===== config.mk =====
export PLATFORM = sky130hd
export DESIGN_NAME = fpu_arbiter
export DESIGN_NICKNAME = d
export VERILOG_FILES = /design/src/rtl/fpu_arbiter.sv
export SDC_FILE = /design/constraint.sdc
export NUM_CORES = 1
export LEC_CHECK = 0
export BUFFER_PORTS_ARGS = -buffer_cell sky130_fd_sc_hd__buf_2
export CORE_AREA = 2 2 163 165
export DETAILED_ROUTE_END_ITERATION = 10
export DIE_AREA = 0 0 165 167
export SYNTH_ARGS = -nofsm -noshare
export SYNTH_HDL_FRONTEND = slang
export SYNTH_SLANG_ARGS = --single-unit

===== constraint.sdc =====
create_clock -name clk -period 4.3 [get_ports clk]
set_clock_uncertainty 0.1 [all_clocks]
set_input_delay 0.645 -clock clk [delete_from_list [all_inputs] [get_ports clk]]
set_output_delay 0.645 -clock clk [all_outputs]
set_load 0.1 [all_outputs]

===== src/rtl/fpu_arbiter.sv =====
// fpu_arbiter: round-robin arbiter that shares one FPU engine among NREQ
// requesters. One operation is in flight at a time; a watchdog aborts an
// operation the engine never finishes.
//
// state | meaning
// ------+-----------------------------------------------------------
// IDLE  | waiting for requests; req_ready pulses for the round-robin winner
// ISSUE | eng_start high for one cycle with the latched operands
// WAIT  | waiting for eng_done; watchdog counting toward TIMEOUT
// RESP  | rsp_valid held with result until rsp_ready
module fpu_arbiter #(
    parameter int NREQ    = 4,
    parameter int TIMEOUT = 64
) (
    input  logic              clk,
    input  logic              reset,
    input  logic [NREQ-1:0]   req_valid,
    output logic [NREQ-1:0]   req_ready,
    input  logic [NREQ*32-1:0] req_a,
    input  logic [NREQ*32-1:0] req_b,
    input  logic [NREQ*2-1:0] req_op,
    output logic              rsp_valid,
    input  logic              rsp_ready,
    output logic [2:0]        rsp_id,
    output logic [31:0]       rsp_data,
    output logic [3:0]        rsp_status,
    output logic              eng_start,
    output logic [31:0]       eng_a,
    output logic [31:0]       eng_b,
    output logic [1:0]        eng_op,
    input  logic              eng_done,
    input  logic [31:0]       eng_data,
    input  logic [3:0]        eng_status,
    output logic              busy
);

    typedef enum logic [1:0] {
        ST_IDLE  = 2'd0,
        ST_ISSUE = 2'd1,
        ST_WAIT  = 2'd2,
        ST_RESP  = 2'd3
    } state_t;

    state_t      state_q;
    logic [2:0]  last_grant;
    logic [2:0]  cur_id;
    logic [31:0] cur_a;
    logic [31:0] cur_b;
    logic [1:0]  cur_op;
    logic [6:0]  cnt;
    logic [31:0] rsp_data_q;
    logic [3:0]  rsp_status_q;

    logic        win_found;
    logic [2:0]  win_idx;
    logic [31:0] sel_a;
    logic [31:0] sel_b;
    logic [1:0]  sel_op;
    logic        in_flight;
    int          k;

    // Round-robin search starting just after the previous winner, wrapping at NREQ-1.
    always_comb begin
        win_found = 1'b0;
        win_idx   = '0;
        k         = 0;
        for (int i = 1; i <= NREQ; i++) begin
            k = int'(last_grant) + i;
            if (k >= NREQ) k = k - NREQ;
            if (!win_found && req_valid[k]) begin
                win_found = 1'b1;
                win_idx   = k[2:0];
            end
        end
    end

    // Operand mux for the current winner.
    always_comb begin
        sel_a  = '0;
        sel_b  = '0;
        sel_op = '0;
        for (int j = 0; j < NREQ; j++) begin
            if (win_idx == 3'(j)) begin
                sel_a  = req_a[j*32 +: 32];
                sel_b  = req_b[j*32 +: 32];
                sel_op = req_op[j*2 +: 2];
            end
        end
    end

    // One-hot accept strobe, only offered while idle.
    always_comb begin
        req_ready = '0;
        for (int j = 0; j < NREQ; j++) begin
            if (state_q == ST_IDLE && win_found && win_idx == 3'(j))
                req_ready[j] = 1'b1;
        end
    end

    // Main sequencer: accept, issue, wait with watchdog, respond.
    always_ff @(posedge clk or negedge reset) begin
        if (!reset) begin
            state_q      <= ST_IDLE;
            last_grant   <= 3'(NREQ - 1);
            cur_id       <= '0;
            cur_a        <= '0;
            cur_b        <= '0;
            cur_op       <= '0;
            cnt          <= '0;
            rsp_data_q   <= '0;
            rsp_status_q <= '0;
        end else begin
            case (state_q)
                ST_IDLE: begin
                    if (win_found) begin
                        cur_id  <= win_idx;
                        cur_a   <= sel_a;
                        cur_b   <= sel_b;
                        cur_op  <= sel_op;
                        state_q <= ST_ISSUE;
                    end
                end
                ST_ISSUE: begin
                    cnt <= '0;
                    if (eng_done) begin
                        rsp_data_q   <= eng_data;
                        rsp_status_q <= eng_status;
                        state_q      <= ST_RESP;
                    end else begin
                        state_q <= ST_WAIT;
                    end
                end
                ST_WAIT: begin
                    cnt <= cnt + 7'd1;
                    // A done arriving on the watchdog cycle still reports real data.
                    if (eng_done) begin
                        rsp_data_q   <= eng_data;
                        rsp_status_q <= eng_status;
                        state_q      <= ST_RESP;
                    end else if (cnt == 7'(TIMEOUT - 1)) begin
                        rsp_data_q   <= '0;
                        rsp_status_q <= 4'b0000;
                        state_q      <= ST_RESP;
                    end
                end
                ST_RESP: begin
                    if (rsp_ready) begin
                        last_grant <= cur_id;
                        state_q    <= ST_IDLE;
                    end
                end
                default: state_q <= ST_IDLE;
            endcase
        end
    end

    assign in_flight  = (state_q == ST_ISSUE) || (state_q == ST_WAIT);
    assign eng_start  = (state_q == ST_ISSUE);
    assign eng_a      = in_flight ? cur_a  : '0;
    assign eng_b      = in_flight ? cur_b  : '0;
    assign eng_op     = in_flight ? cur_op : '0;
    assign rsp_valid  = (state_q == ST_RESP);
    assign rsp_id     = cur_id;
    assign rsp_data   = rsp_data_q;
    assign rsp_status = rsp_status_q;
    assign busy       = (state_q != ST_IDLE);

endmodule

==> results of run 1 <==
## sequential cells by signal (all words and copies together) (netlist names)
name / flops
cur_a: 32
cur_b: 32
rsp_data: 32
cnt: 7
rsp_status: 4
last_grant: 3
rsp_id: 3
cur_op: 2
state_q: 2
## layer usage
| layer | routed length (microns) | share of wire, % |
|---|---|---|
| met4 | 530 | 2.0 |
| met2 | 12900 | 49 |
| met3 | 2090 | 7.9 |
| met1 | 10800 | 41 |
| met5 | 13 | 0.049 |
## critical path: cells and delay by family (launching register included)
family	cells	cell delay [ns]
simple gates	3	0.84
fa+ha+maj	1	0.34
compound gates	1	0.12
buf+inv	2	0.31
mux	1	0.58
flops	1	0.72
## how the worst max path moves through the flow
| stage | endpoint | slack, ns | depth (start not counted) | from |
|---|---|---|---|---|
| 6_report | req_ready[3] | 0.23 | 8 | last_grant[0] |
| 5_1_grt | req_ready[1] | 0.03 | 9 | last_grant[0] |
| 4_1_cts | req_ready[1] | 0.05 | 9 | last_grant[0] |
| 3_5_place_dp | req_ready[0] | 0.42 | 8 | last_grant[0] |
| 3_3_place_gp | req_ready[2] | 0.42 | 8 | last_grant[0] |
| 2_1_floorplan | req_ready[2] | -0.26 | 10 | last_grant[0] |
## area by class of cell
type,instances,area share [%]
antenna,3,0.0752
clock buffer,17,4.26
clock inverter,15,1.69
inverter,74,2.78
multi-input combinational,460,35.0
sequential,117,29.4
tap,335,4.20
timing repair buffer,430,22.6
## synth_stat cells, drive strengths merged (3+ instances only)
cell	number
inv	74
ha	8
and2	67
nor3	3
nand3	3
buf	24
a221o	66
clkbuf	52
nand2	83
mux2i	3
nor2b	5
a22o	37
mux2	4
a221oi	66
a21oi	3
o211ai	68
mux4	4
nor2	8
o21ai	10
dfrtp	115
## per-stage QoR
stage | instances | util, % | hold WS (ns) | setup TNS, ns | instance area, sq um
5_1_grt | 1450 | 38.7 | 0.288 | 0 | 9980
6_report | 1451 | 38.8 | 0.201 | 0 | 9980
2_1_floorplan | 727 | - | 0.249 | -0.257 | 7000
3_3_place_gp | 1416 | 36.4 | 0.358 | 0 | 9370
3_5_place_dp | 1416 | 36.4 | 0.372 | 0 | 9370
4_1_cts | 1448 | 38.7 | 0.259 | 0 | 9970
## repair_timing
action,CTS,global route
setup endpoints to repair,2,3
gates resized for setup,2,3
cloned,0,0
hold buffers,0,0
hold endpoints to repair,0,0
## kinds of logic after synthesis
kind of cell,count (synthesis)
fa+ha+maj,8
simple gates,179
buf+inv,150
xor+xnor,1
mux,11
compound gates,261
flops,117
==> results.ini, run 1 <==
[sta]
tightestPinTransition_ns=1.22
max_freq_mhz=246
finalHoldViolCount=0
finalMaxSlewViolations=0
period_needed_ns=4.07
finalSetupViolCount=0
finalWorstSetupSlack_ns=0.230
rsz0062_at_grt=no
finalCritPeriodShare_pct=94.6
slew_headroom_pct=18.6

[placed_design]
port_buffers=419
place_congestion=0.841
post-dp-hpwl_mm=18.5
pre_cts_ws_ns=0.421

[detailed_routing]
drtPass1Iterations=5
wl_mm=26.3
ant_nets=0
vias=7492
drtIter0Drc=451
drc_errors=0
routedWlPerCell_microns=18.1
vias_per_cell=5.16

[synth]
yosys_warnings=0
synth_top_family_by_area=compound AO/OA/AOI/OAI gates
ys_seq_area_share_pct=42.0
yosysTopAreaCellShare_pct=41.2
synthXorXnorAreaFrac_pct=0.125
async_reset_ff_share_pct=100
syn_nets=1043
syn_avg_cell_area_sq_um=9.60
syn_area_sq_um=6980
synth_simple_gate_area_share_pct=13.0
synth_area_leader_cell=dfrtp_1
syn_inst=727
synth.area.top_cells=dfrtp_1 (41%), a221o_1 (9.5%), a221oi_1 (8.3%)
synth_fa_ha_area_share_pct=1.43
synth-edff-count=0
synthMuxAreaShare_pct=2.37
ys_dominant_reg_cell=dfrtp_1
synth_cell_types=42
synth-compound-area-share_pct=32.3
ys_seq_elements=117

[die]
num_rows=59
die_y_microns=167
dieArea_sq_um=27600
die_x_microns=165
initial_utilization_pct=27.1
core_area_sq_um=25800
ios=420

[cells_and_area]
seq_area_sq_um=2930
final_common_cell=buf_2
area_growth_pct=43.0
fillers=2608
drive_above_1_share_pct=43.8
final_nets=1416
final_cell_mix=buf_2 (414), dfrtp_1 (115), nand2_1 (83)
multiInputGateArea_sq_um=3500

[worst_setup_path]
timing.rr.end=cur_b[11]
slowest_stage=dfstp_4
crit_arrival_ns=3.32
rrSetupSlack_ns=0.47
crit_chain=inv_1 -> ha_1 -> mux4_2 -> nor2b_1 -> o31ai_2 -> or2_2 -> nor3_4 -> buf_12
crit_fanout=15
crit_type=flop to output port
r2r_start=last_grant[0]
critPathRequiredTime_ns=3.56
cp-start-kind=flop
slowest_delay_ns=0.72
rr_worst_depth=9
cp-end-kind=output port

[cts]
post_cts_buffers=0
cts_tree=built
cts_max_level=4
cts_made_buffers=17
clk_pin_slew_worst_paths_ns=0.06
clock_latency_ns=0.40
clockBufferDepth=2
cts_root_buffer=clkbuf_16
cts_sinks=117

[global_routing]
grt_max_degree=118
antenna_found_initial=4
top_usage_layer=met2
global_route.usage.met1_pct=23.1
overflow=0
track_usage_pct=18.3
grt_pass1_wl_mm=39.7
first_global_vias=7166
met2_usage_pct=30.4
grtUsageMet3_pct=5.06

[job]
cap_violations=0

[status]
status=completed

[worst_hold_path]
min_path_type=primary input to async pin

Power of run 1 is left out: the tool's default activity adds up to more than one toggle a clock period on the data nets, which glitch-free logic cannot reach.
==> inputs of run 2 (changes only) <==
--- a/config.mk
+++ b/config.mk
@@ -7,6 +7,8 @@
 export LEC_CHECK = 0
+export ABC_AREA = 1
+export ABC_CLOCK_PERIOD_IN_PS = 4300
 export BUFFER_PORTS_ARGS = -buffer_cell sky130_fd_sc_hd__buf_2
-export CORE_AREA = 2 2 163 165
+export CORE_AREA = 2 2 165 167
 export DETAILED_ROUTE_END_ITERATION = 10
-export DIE_AREA = 0 0 165 167
+export DIE_AREA = 0 0 167 169
 export SYNTH_ARGS = -nofsm -noshare
--- a/constraint.sdc
+++ b/constraint.sdc
@@ -4,2 +4,2 @@
 set_output_delay 0.645 -clock clk [all_outputs]
-set_load 0.1 [all_outputs]
+set_load 0.02 [all_outputs]
==> results.ini, run 2 <==
[status]
status=completed

[pwr]
power.share.clock_pct=13.1
p_leak_nw=6.45
power_frac_comb_pct=69.9
p_per_area_nw_per_um2=1040
power_frac_seq_pct=17.0
vdd_drop_max_mv=0.742
p_int_w=0.00511
switchingPower_w=0.00637
switching_share_pct=55.5

[cts]
cts_tree=built
clk_pin_slew_worst_paths_ns=0.06
cts_root_buffer=clkbuf_16
post_cts_buffers=0
cts_made_buffers=17
cts_hold_buf=0
cts_max_level=4
clockBufferDepth=2
cts_sinks=117
ctsResizeCount=0
clock_latency_ns=0.41

[worst_setup_path]
cp-end-kind=output port
slowest_stage=dfstp_2
cp-start-kind=flop
crit_type=flop to output port
path_buf_inv=4
slowest_delay_ns=0.63
cp_top_family=simple AND/OR/NAND/NOR gates
worstSetupStartpoint=last_grant[1]
crit_path_frequent_cell=inv_1
r2r_start=last_grant[0]
crit_chain=inv_1 -> ha_1 -> inv_1 -> nand3_1 -> nand2_2 -> nand2_4 -> nor2_8 -> a31oi_2 -> inv_2 -> nor3_1 -> buf_2
path_depth=11
crit_fanout=9
rr_worst_depth=16
critPathRequiredTime_ns=3.56
crit_arrival_ns=3.22

[die]
ios=420
die_x_microns=167
core_area_sq_um=26500
die_y_microns=169
num_rows=60
dieArea_sq_um=28200
initial_utilization_pct=30.7

[sta]
rsz0062_at_grt=no
finalHoldViolCount=0
period_needed_ns=3.97
tightestPinTransition_ns=1.27
finalMaxSlewViolations=0
fin_setup_tns_ns=0
finalSetupViolCount=0
finalCritPeriodShare_pct=92.3
slew_headroom_pct=15.1
max_freq_mhz=252

[synth]
synth_simple_gate_area_share_pct=34.7
synth.area.top_cells=dfrtp_1 (35%), nand2_1 (17%), nor2_1 (6.6%)
synth-edff-count=0
synth_common_cells=nand2_1 (372), nor2_1 (142), inv_1 (123)
async_reset_ff_share_pct=100
synthXorXnorAreaFrac_pct=0.108
synth_top_family_by_area=simple AND/OR/NAND/NOR gates
synth_fa_ha_area_share_pct=1.23
syn_area_sq_um=8130
synth_cell_types=34
synth-compound-area-share_pct=16.0
ys_seq_elements=117
synthMuxAreaShare_pct=0.139
yosys_warnings=0
yosysTopAreaCellShare_pct=35.4
synth_area_leader_cell=dfrtp_1
syn_inst=1197
syn_nets=1513
post-synth-top-count-cell=nand2_1
ys_dominant_reg_cell=dfrtp_1
syn_avg_cell_area_sq_um=6.79
ys_seq_area_share_pct=36.0

[global_routing]
first_global_vias=9047
overflow=0
grt_pass1_wl_mm=49.6
track_usage_pct=22.1
antenna_found_initial=4
grt_max_degree=75

[detailed_routing]
wl_mm=31.9
dr_wl_met2_mm=15.2
ant_nets=0
vias=9385
highest_layer=met5
drc_errors=0
drtPass1Iterations=5
met3_length_mm=2.29
vias_per_cell=4.89
routedWlPerCell_microns=16.6
wl_met1_mm=13.8
drtIter0Drc=462

[cells_and_area]
multiInputGateArea_sq_um=4300
final_common_cell=buf_2
fillers=2882
area_growth_pct=35.5
final_cell_mix=buf_2 (418), nand2_1 (371), nor2_1 (142)
drive_above_1_share_pct=31.6
seq_area_sq_um=2930
final_nets=1879
design_area_sq_um=11000

[placed_design]
port_buffers=419
dpl_cell_area_sq_um=10400
place_congestion=0.865
post-dp-hpwl_mm=22.9

[job]
cap_violations=0

[worst_hold_path]
min_path_type=primary input to async pin

## run 2: changes by cell type after synthesis, sizes merged, moves of 29 or more
cell / before / now
a22o: 37 / 0
and2: 67 / 0
nand4: 1 / 71
nand2: 83 / 381
o21ai: 10 / 44
inv: 74 / 127
nor2: 8 / 145
nand3: 3 / 56
a21boi: 0 / 66
a221oi: 66 / 0
buf: 24 / 53
a221o: 66 / 0
## run 2: layout make-up
| class | instances | area share [%] |
|---|---|---|
| inverters | 127 | 4.35 |
| repair buffers | 438 | 20.5 |
| multi-input cells | 862 | 39.0 |
| clock inverters | 13 | 1.56 |
| diodes | 2 | 0.0454 |
| clock buffers | 19 | 4.11 |
| flip-flops and latches | 117 | 26.6 |
| well taps | 341 | 3.87 |
## run 2: path summary, 6_finish.rpt
path	endpoint	slack [ns]
setup / recovery	req_ready[1]	0.33
hold / removal	rsp_data[31]	0.18
setup reg to reg	cur_b[12]	0.63
hold reg to reg	cnt[0]	0.42
max in group asynchronous	cur_a[22]	3.05
min in group clk	cur_a[23]	0.35
## run 2: power by group through the flow
stage	Clock (W)	Sequential, W	Combinational, W
2_1_floorplan	0	0.00211	0.00566
3_3_place_gp	0	0.00195	0.00802
3_5_place_dp	0	0.00196	0.00808
4_1_cts	0.00155	0.00195	0.00810
5_1_grt	0.00160	0.00202	0.00900
6_report	0.00151	0.00195	0.00802
## run 2: metal layers
layer | GRT usage [%] | vias up
li1 | - | 4616
met1 | 28.4 | 4361
met2 | 37.1 | 372
met3 | 5.47 | 34
met4 | 5.96 | 2
met5 | 0 | -
## run 2: per-stage QoR
stage | cells | power, W | setup WS, ns | utilization, % | hold WS (ns)
after CTS | 1917 | 0.0116 | 0.286 | 41.6 | 0.191
after detailed placement | 1885 | 0.0100 | 0.615 | 39.2 | 0.415
final | 1919 | 0.0115 | 0.333 | 41.6 | 0.184
after floorplan | 1197 | 0.00777 | 0.881 | - | 0.249
after global placement | 1885 | 0.00998 | 0.695 | 39.2 | 0.391
after global routing | 1919 | 0.0126 | 0.143 | 41.6 | 0.221
## run 2: cells by family (layout without fill, tap and decap cells)
group           after synthesis  count (layout)
mux                           1               1
other cells                   0               2
buf+inv                     218             597
xor+xnor                      1               1
simple gates                661             661
compound gates              191             191
flops                       117             117
fa+ha+maj                     8               8
## run 2: worst reg2reg max path: stages, from the launching register on
cell	delay, ns
dfstp_2	0.65
inv_4	0.11
ha_1	0.35
inv_1	0.12
nand3_1	0.14
nand2_2	0.18
nand2_4	0.10
nor2_8	0.11
nand3b_1	0.13
nand2_4	0.15
buf_4	0.53
nand3_2	0.13
nand2_2	0.09
buf_4	0.40
nor2_1	0.13
nand2_1	0.08
nand2_1	0.05
No activity file was read; power rests on OpenSTA's default activity.
